### config.mk
export PLATFORM = sky130hd
export DESIGN_NAME = burst_mac_arbiter
export DESIGN_NICKNAME = d
export VERILOG_FILES = /design/src/rtl/burst_mac_arbiter.sv
export SDC_FILE = /design/constraint.sdc
export NUM_CORES = 1
export LEC_CHECK = 0
export BUFFER_PORTS_ARGS = -buffer_cell sky130_fd_sc_hd__buf_2
export CAP_MARGIN = 15
export CORE_MARGIN = 2
export CORE_UTILIZATION = 52
export DETAILED_ROUTE_END_ITERATION = 7
export PLACE_DENSITY = 0.88
export SLEW_MARGIN = 5
export SYNTH_ARGS = -nofsm -noshare
export SYNTH_HDL_FRONTEND = slang
export SYNTH_SLANG_ARGS = --single-unit
### constraint.sdc
create_clock -name clk -period 3.1 [get_ports clk]
set_clock_uncertainty 0.2 [all_clocks]
set_input_delay 0.465 -clock clk [delete_from_list [all_inputs] [get_ports clk]]
set_output_delay 0.465 -clock clk [all_outputs]
set_load 0.02 [all_outputs]
### src/rtl/burst_mac_arbiter.sv
// Round-robin arbiter for NUM_CH requesters onto one async memory bus.
// Each grant runs a 1..2^BURST_W beat burst with per-beat ack timeout.
module burst_mac_arbiter #(
  parameter int NUM_CH  = 4,
  parameter int BURST_W = 4,
  parameter int TIMEOUT = 16,
  parameter int CH_W    = $clog2(NUM_CH)
) (
  input  logic                       clk,
  input  logic                       reset_n,
  input  logic [NUM_CH-1:0]          req_mr,
  input  logic [NUM_CH-1:0]          req_mw,
  input  logic [NUM_CH*BURST_W-1:0]  req_len,
  input  logic                       ack_n,
  output logic                       as_n,
  output logic                       wr_n,
  output logic                       stop_n,
  output logic [NUM_CH-1:0]          grant,
  output logic [NUM_CH-1:0]          beat_done,
  output logic [NUM_CH-1:0]          xfer_done,
  output logic [NUM_CH-1:0]          xfer_err,
  output logic [1:0]                 sm_state,
  output logic [CH_W-1:0]            cur_ch,
  output logic [BURST_W-1:0]         beat_cnt,
  output logic                       in_init,
  output logic                       busy
);

  localparam int TW = $clog2(TIMEOUT);

  typedef enum logic [1:0] {
    IDLE = 2'd0,
    INIT = 2'd1,
    WAIT = 2'd2,
    STOP = 2'd3
  } state_t;

  state_t              state_q, state_d;
  logic [CH_W-1:0]     cur_q, cur_d;
  logic [CH_W-1:0]     last_q, last_d;
  logic                wr_q, wr_d;
  logic                err_q, err_d;
  logic [BURST_W-1:0]  len_q, len_d;
  logic [BURST_W-1:0]  cnt_q, cnt_d;
  logic [TW-1:0]       tmo_q, tmo_d;
  logic                beat_q, beat_d;

  logic [NUM_CH-1:0]   pend;
  logic                found;
  logic [CH_W-1:0]     pick;
  logic [CH_W-1:0]     scan;
  logic [BURST_W-1:0]  len_sel;
  logic [NUM_CH-1:0]   own;

  assign pend    = req_mr | req_mw;
  assign len_sel = req_len[pick*BURST_W +: BURST_W];

  // Round-robin search: first pending channel after last owner, wrapping.
  always_comb begin
    found = 1'b0;
    pick  = '0;
    scan  = last_q;
    for (int i = 0; i < NUM_CH; i++) begin
      scan = (scan == CH_W'(NUM_CH - 1)) ? '0 : scan + CH_W'(1);
      if (!found && pend[scan]) begin
        found = 1'b1;
        pick  = scan;
      end
    end
  end

  // State and datapath registers with synchronous active-low reset.
  always_ff @(posedge clk) begin
    if (!reset_n) begin
      state_q <= IDLE;
      cur_q   <= '0;
      last_q  <= CH_W'(NUM_CH - 1);
      wr_q    <= 1'b0;
      err_q   <= 1'b0;
      len_q   <= '0;
      cnt_q   <= '0;
      tmo_q   <= '0;
      beat_q  <= 1'b0;
    end else begin
      state_q <= state_d;
      cur_q   <= cur_d;
      last_q  <= last_d;
      wr_q    <= wr_d;
      err_q   <= err_d;
      len_q   <= len_d;
      cnt_q   <= cnt_d;
      tmo_q   <= tmo_d;
      beat_q  <= beat_d;
    end
  end

  // Next-state and datapath update; ack only matters in WAIT.
  always_comb begin
    state_d = state_q;
    cur_d   = cur_q;
    last_d  = last_q;
    wr_d    = wr_q;
    err_d   = err_q;
    len_d   = len_q;
    cnt_d   = cnt_q;
    tmo_d   = tmo_q;
    beat_d  = 1'b0;
    unique case (state_q)
      IDLE: begin
        if (found) begin
          cur_d   = pick;
          wr_d    = req_mw[pick];
          len_d   = len_sel;
          cnt_d   = '0;
          tmo_d   = '0;
          err_d   = 1'b0;
          state_d = INIT;
        end
      end
      INIT: state_d = WAIT;
      WAIT: begin
        if (!ack_n) begin
          beat_d = 1'b1;
          tmo_d  = '0;
          if (cnt_q == len_q) begin
            err_d   = 1'b0;
            state_d = STOP;
          end else begin
            cnt_d = cnt_q + BURST_W'(1);
          end
        end else if (tmo_q == TW'(TIMEOUT - 1)) begin
          err_d   = 1'b1;
          state_d = STOP;
        end else begin
          tmo_d = tmo_q + TW'(1);
        end
      end
      STOP: begin
        last_d  = cur_q;
        state_d = IDLE;
      end
      default: state_d = IDLE;
    endcase
  end

  // Moore outputs decoded from registered state only.
  always_comb begin
    own          = '0;
    own[cur_q]   = 1'b1;
    busy         = (state_q != IDLE);
    in_init      = (state_q == INIT);
    as_n         = !(state_q == INIT || state_q == WAIT);
    wr_n         = !((state_q == INIT || state_q == WAIT) && wr_q);
    stop_n       = (state_q != STOP);
    grant        = busy ? own : '0;
    beat_done    = beat_q ? own : '0;
    xfer_done    = (state_q == STOP && !err_q) ? own : '0;
    xfer_err     = (state_q == STOP && err_q) ? own : '0;
    sm_state     = state_q;
    cur_ch       = cur_q;
    beat_cnt     = cnt_q;
  end

endmodule

After elaboration in Yosys (flattened, before gate mapping)
Index checks and enable logic that the tools add are counted.
{"block": "word_totals", "regBits": 21, "input_bits": 27, "wordCells": 109}
{"block": "classes", "addsub": 6, "magnitude_cmp": 7, "eq_ne": 16, "n_shift": 1, "n_mux": 46, "bitwise_logic": 1, "reduce_logical": 23}
{"operator": "$mux 4", "n": 9}
{"operator": "$mux 2", "n": 12}
{"operator": "$lt 2x3->1 const B", "n": 6}
{"operator": "$pmux 4 s2", "n": 2}
{"operator": "$shiftx 16x5->4", "n": 1}
{"operator": "$mux 1", "n": 15}
{"operator": "$eq 2x2->1 const B", "n": 6}
{"operator": "$bmux 1 s2", "n": 5}
{"operator": "$ne 3x3->1 const B", "n": 3}
{"operator": "$add 2x1->2 const B", "n": 4}
{"operator": "$add 4x1->4 const B", "n": 2}
{"operator": "$ne 2x2->1 const B", "n": 4}
{"operator": "$pmux 2 s4", "n": 1}
{"operator": "$reduce_and 4->1", "n": 2}
{"operator": "$logic_and 1x1->1", "n": 7}
{"operator": "$logic_not 1->1", "n": 6}
{"operator": "$reduce_and 3->1", "n": 2}
{"operator": "$eq 4x4->1", "n": 1}
{"operator": "$eq 4x4->1 const B", "n": 1}
{"operator": "$or 4x4->4", "n": 1}
{"operator": "$reduce_and 2->1", "n": 2}
{"operator": "$reduce_bool 2->1", "n": 2}
{"operator": "$demux 1 s2", "n": 1}
{"operator": "$eq 2x1->1 const B", "n": 1}
{"operator": "4 further kinds", "n": 4}

Longest topological paths before layout
{"block": "depth", "word_depth": 16, "ltp_mapped": 8}

Worst setup path before layout
Ideal clock, no wire load.
{"block": "synth_path", "path_kind": "flip-flop to output port", "from": "reg state_q[0] (netlist: sm_state[0])", "to": "out grant[1]", "t_arrival_ps": 1381, "required_time_ps": 2435, "path_slack_ps": 1054, "path_stages_with_launch": 4, "path_buffers": 0, "cell_sequence": "dfxtp_1 inv_1 ha_1 nor3b_1"}
{"block": "synth_via", "elab_chain_cells": 2}
{"item": "from (decl)", "line": "38", "rtl": "state_t state_q, state_d;"}
{"item": "from (signal assigned)", "line": "85", "rtl": "state_q <= state_d;"}
{"item": "$reduce_bool 2->1", "line": "150", "rtl": "busy = (state_q != IDLE);"}
{"item": "$mux 4", "line": "155", "rtl": "grant = busy ? own : '0;"}
{"item": "to (decl)", "line": "18", "rtl": "output logic [NUM_CH-1:0] grant,"}
No other way between the ends.

Worst setup path in the final report
{"block": "layout_path", "from": "reg last_q[0]", "to": "reg len_q[1]"}
{"block": "layout_via", "elab_chain_cells": 15, "word_cells_on_any_way": 36, "classes_between": "add/sub (4); eq/ne (4); shift (1); mux (20); reduce/logical (7)"}
{"item": "from (decl)", "line": "40", "rtl": "logic [CH_W-1:0] last_q, last_d;"}
{"item": "from (signal assigned)", "line": "77", "rtl": "last_q <= CH_W'(NUM_CH - 1);"}
{"item": "from (signal assigned)", "line": "87", "rtl": "last_q <= last_d;"}
{"item": "$add 2x1->2 / $eq 2x2->1 (equally long branches)", "line": "64", "rtl": "scan = (scan == CH_W'(NUM_CH - 1)) ? '0 : scan + CH_W'(1);"}
{"item": "$mux 2 *", "line": "64"}
{"item": "branches (longest 13 deep; another with $add 2x1->2)"}
{"item": "to (signal assigned)", "line": "90", "rtl": "len_q <= len_d;"}
{"item": "to (decl)", "line": "43", "rtl": "logic [BURST_W-1:0] len_q, len_d;"}
Mark *: on every way between the ends. The select of a mux whose other input is x is not followed.
A chain may end at the register's enable or synchronous reset.

==> results.json <==
{
  "status": "finished, final reports clean",
  "io_buffers": 55,
  "peakVddDrop_mv": 0.422,
  "cts-buffers-inserted": 3,
  "clockRootBuffer": "clkbuf_4",
  "firstDrtPassIters": 4,
  "synth_top_area_frac": 0.294,
  "post_cts_resize_count": 0,
  "crit_fanout": 9,
  "grt_pass1_wl_mm": 5.78,
  "max_freq_ghz": 0.442,
  "yosys_register_bits": 21,
  "synth-main-ff-cell": "dfxtp_1",
  "cp.required_ns": 3.08,
  "hp-class": "in2reg",
  "synthesis.area_um2": 1430,
  "yosys_warnings": 0,
  "cp_slowest_stage_delay_ns": 0.48,
  "crit_buf_inv": 1,
  "synth_cell_types": 42,
  "rows": 19,
  "syn_avg_cell_area_um2": 8.22,
  "area_growth_pct": 21.3,
  "grt_pass1_vias": 1316,
  "die-width_um": 56.4,
  "total_power_mw": 1.13,
  "clk_pin_slew_ns": 0.12,
  "avgRoutedWirePerCell_um": 12.9,
  "grt_overflow": 0,
  "fin_setup_tns_ns": 0,
  "synth_area_leader_cell": "dfxtp_1",
  "hold_viol": 0,
  "vias": 1498,
  "nNetsFinal": 262,
  "power.leakage_nw": 0.767,
  "grt_start_max_net_pins": 17,
  "die_height_um": 56.4,
  "synth-seq-area-share": 0.294,
  "synth_edf_count": 0,
  "p_per_area_nw_per_um2": 649,
  "dieArea_um2": 3190,
  "ctsHoldBuffers": 0,
  "nFillCells": 259,
  "slew_headroom": 0.590,
  "multiInputGateArea_um2": 935,
  "slowest_stage": "and2_1",
  "critical_path.cell_chain": "ha_1, inv_1, o2bb2ai_1, and2_1, mux2i_1, o221ai_1",
  "final_area_um2": 1730,
  "cp_top_family": "simple AND/OR/NAND/NOR gates",
  "gp_congestion": 0.856,
  "arrival_ns": 2.24,
  "synth_cells": 174,
  "fin_crit_sh": 0.731,
  "cts.path.max_buffers": 2,
  "fin_crit_ns": 2.26,
  "clock_latency_ns": 0.30,
  "slew_viol_final": 0,
  "postCtsSetupBuffers": 0,
  "place_area_um2": 1710,
  "start_kind": "register",
  "ys_top_cells_by_area": "dfxtp_1 (29%), mux2i_1 (8.4%), ha_1 (6.1%), nor2_1 (4.7%), nand3_1 (3.8%)",
  "drt_iter0_drc": 90,
  "core-area_um2": 2690,
  "ant_nets": 0,
  "hpwl_mm": 2.65,
  "route.detailed.drc": 0,
  "diodes": 0,
  "htreeDepth": 1,
  "regArea_um2": 420,
  "viasPerCell": 5.81,
  "worst_pin_slew_ns": 0.607,
  "clock-sinks": 21,
  "final_layout_size_suffix_gt1_frac": 0.295,
  "antenna_found_initial": 0,
  "critical_path_class": "reg2reg",
  "start_util": 0.532,
  "rsz0062_at_grt": "false",
  "ioPinCount": 56,
  "maxCapViolCount": 0,
  "report.final.setup_viol": 0,
  "synth_nets": 208,
  "endpoint_kind": "register",
  "grtUsageTotal": 0.224,
  "wl_mm": 3.34,
  "synthArstFlopShare": 0,
  "cts_tree": "done"
}
==> worst paths after layout <==
check                         startpoint               endpoint  slack [ns]  cells past startpoint
hold / removal                     ack_n      beat_q$_SDFF_PN0_        0.19                      2
hold reg to reg        wr_q$_SDFFE_PN0P_      wr_q$_SDFFE_PN0P_        0.29                      2
setup / recovery  last_q[0]$_SDFFE_PN1N_  len_q[1]$_SDFFE_PN0P_        0.84                      6
setup reg to reg  last_q[0]$_SDFFE_PN1N_  len_q[1]$_SDFFE_PN0P_        0.84                      6
==> per-stage QoR <==
| stage | setup WS (ns) | hold WS, ns | util | instances |
|---|---|---|---|---|
| CTS | 0.839 | 0.169 | 0.646 | 258 |
| global placement | 0.880 | 0.269 | 0.635 | 254 |
| floorplan | 1.05 | 0.246 | - | 174 |
| finish | 0.835 | 0.190 | 0.646 | 258 |
| detailed placement | 0.849 | 0.276 | 0.635 | 254 |
| global route | 0.629 | 0.177 | 0.646 | 258 |
==> state kept, by name, summed over array words and instances (netlist names) <==
name and flops:
sm_state 2, len_q 4, wr_q 1, beat_cnt 4, beat_q 1, cur_ch 2, err_q 1, last_q 2
tmo_q 4
==> cells by family (layout without fill, tap and decap cells) <==
| logic type | after synthesis | in the layout | share of synthesized area |
|---|---|---|---|
| simple gates | 69 | 69 | 0.260 |
| compound gates | 44 | 44 | 0.218 |
| flops | 21 | 21 | 0.294 |
| buf+inv | 16 | 69 | 0.0525 |
| mux | 12 | 12 | 0.0840 |
| fa+ha+maj | 7 | 7 | 0.0612 |
| xor+xnor | 5 | 5 | 0.0306 |
==> power by group <==
group,internal (mW),total [mW],switching (mW)
Sequential,0.320,0.375,0.0542
Combinational,0.235,0.622,0.387
Clock,0.0481,0.130,0.0816
==> cell usage after synthesis, drive strengths merged, types with 2 or more instances <==
cell	n
dfxtp	21
nor2	18
mux2i	12
nand2	11
nand3	11
inv	10
o21ai	10
a21oi	9
ha	7
nor3	5
nor3b	5
and3	4
clkbuf	4
o221ai	4
xnor2	4
a41oi	3
nand2b	3
nor4	3
o211ai	3
or3	3
a21boi	2
and3b	2
buf	2
o21ba	2
o22ai	2
o311ai	2
==> area by class of cell <==
cell class / count / share of cell area
Sequential cell: 21 / 0.242
Tap cell: 31 / 0.0224
Multi-Input combinational cell: 137 / 0.539
Inverter: 10 / 0.0216
Clock inverter: 1 / 0.00289
Clock buffer: 3 / 0.0130
Timing Repair Buffer: 55 / 0.159
==> per-layer routing <==
layer | vias to the layer above | track usage | wire length, um
met5 | - | 0 | 0
met4 | 0 | 0.0714 | 42
met3 | 4 | 0.0253 | 221
met2 | 65 | 0.382 | 1620
met1 | 676 | 0.294 | 1460
li1 | 753 | - | -
==> worst reg2reg max path: cells and delay by family (launching register included) <==
kind            cells  cell delay, ns
simple gates        1            0.48
compound gates      2            0.41
flops               1            0.37
fa+ha+maj           1            0.36
mux                 1            0.25
buf+inv             1            0.07
==> layout by cell type (no fill, tap or decap), types with 2 or more instances in the layout <==
master    count
buf_2        55
dfxtp_1      21
nor2_1       18
mux2i_1      12
nand2_1      11
nand3_1      11
inv_1        10
o21ai_0       9
a21oi_1       9
ha_1          7
nor3b_1       5
nor3_1        5
o221ai_1      4
xnor2_1       4
nand2b_1      3
a41oi_1       3
o211ai_1      3
or3_1         3
clkbuf_4      3
and3b_1       2
and3_1        2
nor4_1        2
o22ai_1       2
o311ai_0      2
and3_2        2
a21boi_0      2
Power figures use the tool's default switching activity.
